--- src/rtl/scan_decoder_pkg.sv ---
// scan_decoder_pkg: shared FSM state encoding and output polarity helper
// for the scan_decoder block and its one-hot decoder.
// Ports: none (package).
package scan_decoder_pkg;

   typedef enum logic [1:0] {
      ST_IDLE  = 2'd0,
      ST_BLANK = 2'd1,
      ST_DRIVE = 2'd2
   } state_e;

   // Map a logical "active" bit onto the pin level for the chosen polarity.
   function automatic logic drive_level(input logic active, input logic active_low);
      return active ^ active_low;
   endfunction

endpackage

--- src/rtl/onehot_decoder.sv ---
// onehot_decoder: combinational select-to-one-hot decoder with bit order and
// polarity options; all bits inactive when valid is low.
// Ports: sel (channel index), valid (drive enable), onehot (2**SEL_W pin levels).
module onehot_decoder
   import scan_decoder_pkg::*;
#(
   parameter int SEL_W      = 3,
   parameter int MSB_FIRST  = 1,
   parameter int ACTIVE_LOW = 0
) (
   input  logic [SEL_W-1:0]    sel,
   input  logic                valid,
   output logic [2**SEL_W-1:0] onehot
);

   localparam int N = 2**SEL_W;

   always_comb begin
      onehot = '0;
      for (int i = 0; i < N; i++) begin
         // Bit i belongs to channel N-1-i when the scan runs MSB first.
         onehot[i] = drive_level(valid && (sel == SEL_W'((MSB_FIRST != 0) ? (N - 1 - i) : i)),
                                 ACTIVE_LOW != 0);
      end
   end

endmodule

--- src/rtl/scan_decoder.sv ---
// scan_decoder: registered one-hot channel driver with auto scan (slot = blank
// dead-time + drive) and manual host-selected mode with blanking on change.
// Ports: clk, rst (async, active high), en, mode (1 auto / 0 manual), load +
// sel_in (manual select), out (one-hot drive), cur_sel, slot_start, wrap.
module scan_decoder
   import scan_decoder_pkg::*;
#(
   parameter int SEL_W      = 3,
   parameter int N_CH       = 8,
   parameter int DIV        = 50000,
   parameter int BLANK      = 4,
   parameter int ACTIVE_LOW = 0,
   parameter int MSB_FIRST  = 1
) (
   input  logic                clk,
   input  logic                rst,
   input  logic                en,
   input  logic                mode,
   input  logic                load,
   input  logic [SEL_W-1:0]    sel_in,
   output logic [2**SEL_W-1:0] out,
   output logic [SEL_W-1:0]    cur_sel,
   output logic                slot_start,
   output logic                wrap
);

   localparam int                N          = 2**SEL_W;
   localparam int                CNT_W      = (DIV > 1) ? $clog2(DIV) : 1;
   localparam logic [CNT_W-1:0]  BLANK_LAST = CNT_W'((BLANK > 0) ? (BLANK - 1) : 0);
   localparam logic [CNT_W-1:0]  DRIVE_LAST = CNT_W'(DIV - BLANK - 1);
   localparam logic [SEL_W-1:0]  LAST_CH    = SEL_W'(N_CH - 1);
   localparam state_e            SLOT_ENTRY = (BLANK > 0) ? ST_BLANK : ST_DRIVE;
   localparam logic [N-1:0]      OUT_OFF    = (ACTIVE_LOW != 0) ? '1 : '0;

   if (N_CH < 1 || N_CH > N || DIV < 2 || BLANK < 0 || DIV <= BLANK) begin : g_param_err
      $error("scan_decoder: illegal parameter combination");
   end

   state_e           state_q, state_d;
   logic [CNT_W-1:0] cnt_q, cnt_d;
   logic [SEL_W-1:0] sel_q, sel_d;
   logic [N-1:0]     out_q, out_d;
   logic             start_q, start_d;
   logic             wrap_q, wrap_d;
   logic             mode_q;
   logic             load_ok, slot_end, restart;

   always_comb begin
      state_d = state_q;
      cnt_d   = cnt_q;
      sel_d   = sel_q;
      start_d = 1'b0;
      wrap_d  = 1'b0;
      restart = 1'b0;

      load_ok  = !mode && load && (int'(sel_in) < N_CH) && (sel_in != sel_q);
      // Only a slot that ran entirely in auto mode advances; a mode flip restarts instead.
      slot_end = (state_q == ST_DRIVE) && mode && mode_q && (cnt_q == DRIVE_LAST);

      // Channel updates happen even when en drops on the same edge.
      if (load_ok) begin
         sel_d = sel_in;
      end
      if (slot_end) begin
         if (sel_q == LAST_CH) begin
            sel_d  = '0;
            wrap_d = 1'b1;
         end else begin
            sel_d = sel_q + 1'b1;
         end
      end

      if (!en) begin
         state_d = ST_IDLE;
         cnt_d   = '0;
      end else if (state_q == ST_IDLE || load_ok || slot_end || (mode != mode_q)) begin
         restart = 1'b1;
      end else begin
         case (state_q)
            ST_BLANK: begin
               if (cnt_q == BLANK_LAST) begin
                  state_d = ST_DRIVE;
                  cnt_d   = '0;
                  start_d = 1'b1;
               end else begin
                  cnt_d = cnt_q + CNT_W'(1);
               end
            end
            ST_DRIVE: begin
               // Manual mode parks here with the counter frozen.
               if (mode) begin
                  cnt_d = cnt_q + CNT_W'(1);
               end
            end
            default: begin
               state_d = ST_IDLE;
               cnt_d   = '0;
            end
         endcase
      end

      if (restart) begin
         state_d = SLOT_ENTRY;
         cnt_d   = '0;
         start_d = (BLANK == 0);
      end
   end

   // Decode the next-state view so out lands on the same edge as the state.
   onehot_decoder #(
      .SEL_W      (SEL_W),
      .MSB_FIRST  (MSB_FIRST),
      .ACTIVE_LOW (ACTIVE_LOW)
   ) u_dec (
      .sel    (sel_d),
      .valid  (state_d == ST_DRIVE),
      .onehot (out_d)
   );

   always_ff @(posedge clk or posedge rst) begin
      if (rst) begin
         state_q <= ST_IDLE;
         cnt_q   <= '0;
         sel_q   <= '0;
         out_q   <= OUT_OFF;
         start_q <= 1'b0;
         wrap_q  <= 1'b0;
         mode_q  <= 1'b0;
      end else begin
         state_q <= state_d;
         cnt_q   <= cnt_d;
         sel_q   <= sel_d;
         out_q   <= out_d;
         start_q <= start_d;
         wrap_q  <= wrap_d;
         mode_q  <= mode;
      end
   end

   assign out        = out_q;
   assign cur_sel    = sel_q;
   assign slot_start = start_q;
   assign wrap       = wrap_q;

endmodule

--- config.mk ---
export PLATFORM = sky130hd
export DESIGN_NAME = scan_decoder
export DESIGN_NICKNAME = d
export VERILOG_FILES = /design/src/rtl/scan_decoder_pkg.sv /design/src/rtl/onehot_decoder.sv /design/src/rtl/scan_decoder.sv
export SDC_FILE = /design/constraint.sdc
export NUM_CORES = 1
export LEC_CHECK = 0
export BUFFER_PORTS_ARGS = -buffer_cell sky130_fd_sc_hd__buf_2
export CORE_MARGIN = 1.5
export CORE_UTILIZATION = 62
export DETAILED_ROUTE_END_ITERATION = 6
export GPL_TIMING_DRIVEN = 0
export PLACE_DENSITY = 0.88
export SYNTH_ARGS = -nofsm -noshare
export SYNTH_HDL_FRONTEND = slang
export SYNTH_SLANG_ARGS = --single-unit
--- constraint.sdc ---
create_clock -name clk -period 4.4 [get_ports clk]
set_clock_uncertainty 0.15 [all_clocks]
set_input_delay 0.66 -clock clk [delete_from_list [all_inputs] [get_ports clk]]
set_output_delay 0.66 -clock clk [all_outputs]
set_load 0.1 [all_outputs]
==> impl_results.md <==
- Outcome: completed
- Syn Nets: approximately 210
- Post-synthesis async set-or-reset flop share: 1.00
- CTS HTree Levels: 2
- First-pass GRT wire length: 6.89 mm
- Crit path from: state_q[0]
- DRT Wirelength: 4.40 mm
- Worst r2r src: state_q[0]
- Nets: 233
- Vias per Instance: 6.83
- # setup viols final: 0
- CTS sink cnt: 32
- Max incr delay on CP: 720 ps
- Core Area: 2810 um^2
- DR WL/cell: 17.5 um
- Slowest cell on crit path: a211oi_1
- Setup CP Type: register to register
- Buffer count from post-CTS setup fixing: 0
- Largest net degree at the start of global routing: 33
- Port Buf Inserts: 20
- Sequential Power Share: 0.508
- Num ports: 21
- Final hold slack: 173 ps
- Slew @ Worst Pin: 726 ps
- Inserted Diodes: 0
- Dpl ws: 1540 ps
- Clk root buf: clkbuf_4
- F_max: approximately 340 MHz
- Setup crit end kind: register
- Die ar.: 3360 um^2
- Yosys warns: 0
- Crit path time final: 2980 ps
- Final GP Congestion: 0.850
- Switching Fraction: 0.341
- CTS Hold Bufs: 0
- Cell Int Power: 0.400 mW
- TNS Setup: 0 ps
- Clk pwr share: 0.297
- Register area share after synthesis: 0.427
- Grt ovf: 0
- Drt drc: 0
- Final Max Tran Viols: 0
- PostCTS Resize Cnt: 0
- Cell row count: 19
- Hold Crit Class: input pin to asynchronous set/reset pin
- Avg Cell Area, Syn: 9.81 um^2
- Worst setup SP type: register
- RSZ-0062 raised after global routing: false
- Area grow syn2layout: 12.1%
- Switching power: 0.206 mW
- Setup ws final: approximately 1400 ps
- Commonest non-fill, non-tap cell in the layout: dfrtp_1
- Post-synth EDFFs: 0
- Drt pass-1 iters: 5
- Via count: around 1700
- Critical Path Most Common Cell: a211oi_1
- Cells along the critical path: inv_1 -> ha_1 -> clkbuf_1 -> nand3b_1 -> a211oi_1 -> buf_2 -> o21ai_0 -> a211oi_1
- Logic gate share of total power: 0.195
- Cell count after synthesis: about 190
- Initial Util: 0.668
- P_leak: 0.936 nW
- Gr usage total: 0.272
- Initial DRC count: 124
- Max Cap Viol: 0
- Count of cell types in the netlist: between 40 and 50
- Post-DRT Antenna Nets: 0
- Initial antenna violation count: 0
- Worst rel slew slack: 0.512
- Main synth FF type: dfrtp_1
- Arr. time, crit path: approximately 3000 ps
- Share of layout cells above drive strength 1: 0.191
- CP max FO: 10
- Final Cycle Share: 0.677
- Final hold vios: 0
- VDD IR max: 0.223 mV
- #FFs+latches synth: 32
- Skew-Pair Late Insertion Delay: between 300 and 400 ps
- DP Wirelength: 3.10 mm
- Die Ht: 58.0 um
- Most frequent cells in the layout: 32 x dfrtp_1, 22 x buf_2, 13 x nand2_1, 12 x nor3_1
- Clock buffer depth: 2
- Worst EP required: about 4500 ps
- PwrDens: 288 nW/um^2
- Clock slew at reported path FFs: 120 ps
- Vias in the first global route: 1587
- Post-synthesis cell area: 1870 um^2
- Die width: 58.0 um
- CTS tree: yes
- Cts bufs inserted: 5
==> through the flow <==
step                utilization  area, um^2  std cells  total power [mW]
floorplan                     -        1870        191             0.401
global placement          0.718        2010        242             0.422
detailed placement        0.718        2010        242             0.428
CTS                       0.740        2070        250             0.600
global route              0.749        2100        251             0.628
finish                    0.749        2100        251             0.606
==> area by class of cell <==
cell class / instances / area [um^2]
flip-flops and latches: 32 / 801
repair buffers: 21 / 128
plain buffers: 10 / 47.5
clock buffers: 5 / 37.5
multi-input cells: 145 / 1010
clock inverters: 3 / 23.8
fillers: 183 / 703
inverters: 4 / 15.0
well taps: 31 / 38.8
==> layer usage <==
layer	vias to the layer above	GRT usage	share of wire
li1	788	-	-
met1	822	0.337	0.40
met2	85	0.468	0.51
met3	20	0.0647	0.071
met4	0	0.0897	0.019
met5	-	0	0
==> worst max-delay path: cells and delay by family (launching register included) <==
| kind | cells | cell delay [ps] |
|---|---|---|
| compound gates | 3 | 1100 |
| buf+inv | 3 | 730 |
| fa+ha+maj | 1 | 140 |
| flops | 1 | 430 |
| simple gates | 1 | 330 |
==> logic make-up (layout without fill, tap and decap cells) <==
group / Yosys count / after routing / synth area share
flops: 32 / 32 / 0.427
fa+ha+maj: 6 / 6 / 0.0401
xor+xnor: 5 / 5 / 0.0234
compound gates: 42 / 42 / 0.155
buf+inv: 14 / 43 / 0.0334
mux: 11 / 11 / 0.0674
simple gates: 81 / 81 / 0.254
==> path summary, 6_finish.rpt <==
kind | endpoint | slack [ps] | cells after the start
worst max-delay path | cnt_q[12] | 1420 | 8
worst min-delay path | cnt_q[3] | 170 | 2
worst max register to register | cnt_q[12] | 1420 | 8
worst min register to register | cnt_q[0] | 430 | 1
max in group asynchronous | out[2] | 3460 | 3
min in group clk | mode_q | 360 | 1
==> power groups by stage <==
stage	combinational [mW]	clock (mW)	sequential, mW
after detailed placement	0.114	0	0.313
after global routing	0.129	0.190	0.309
after CTS	0.115	0.178	0.308
after floorplan	0.0593	0	0.342
after global placement	0.109	0	0.312
final	0.118	0.180	0.308
==> synthesized netlist by cell type (3+ instances only) <==
cell type / instances / area, um^2
a311oi_1: 3 / 26.3
mux2i_1: 4 / 40.0
a31oi_1: 3 / 18.8
or3_1: 4 / 25.0
inv_1: 4 / 15.0
and2_1: 5 / 31.3
nand3_1: 3 / 15.0
nand2_1: 13 / 48.8
xnor2_1: 3 / 26.3
nor4_1: 6 / 37.5
a21oi_1: 8 / 40.0
nor2_1: 9 / 33.8
a22o_1: 3 / 26.3
ha_1: 6 / 75.1
nor3_1: 12 / 60.1
nand4_1: 9 / 56.3
o21ai_0: 7 / 35.0
and3_1: 5 / 31.3
dfrtp_1: 32 / 801
mux2_2: 5 / 56.3
a211oi_1: 6 / 45.0
nor3b_1: 3 / 22.5
clkbuf_1: 6 / 22.5
==> registers in the layout, indices dropped and copies added, names as in the netlist <==
| name | count |
|---|---|
| state_q | 2 |
| slot_start | 1 |
| out | 8 |
| cur_sel | 3 |
| wrap | 1 |
| cnt_q | 16 |
| mode_q | 1 |
(Power assumes the default switching activity.)
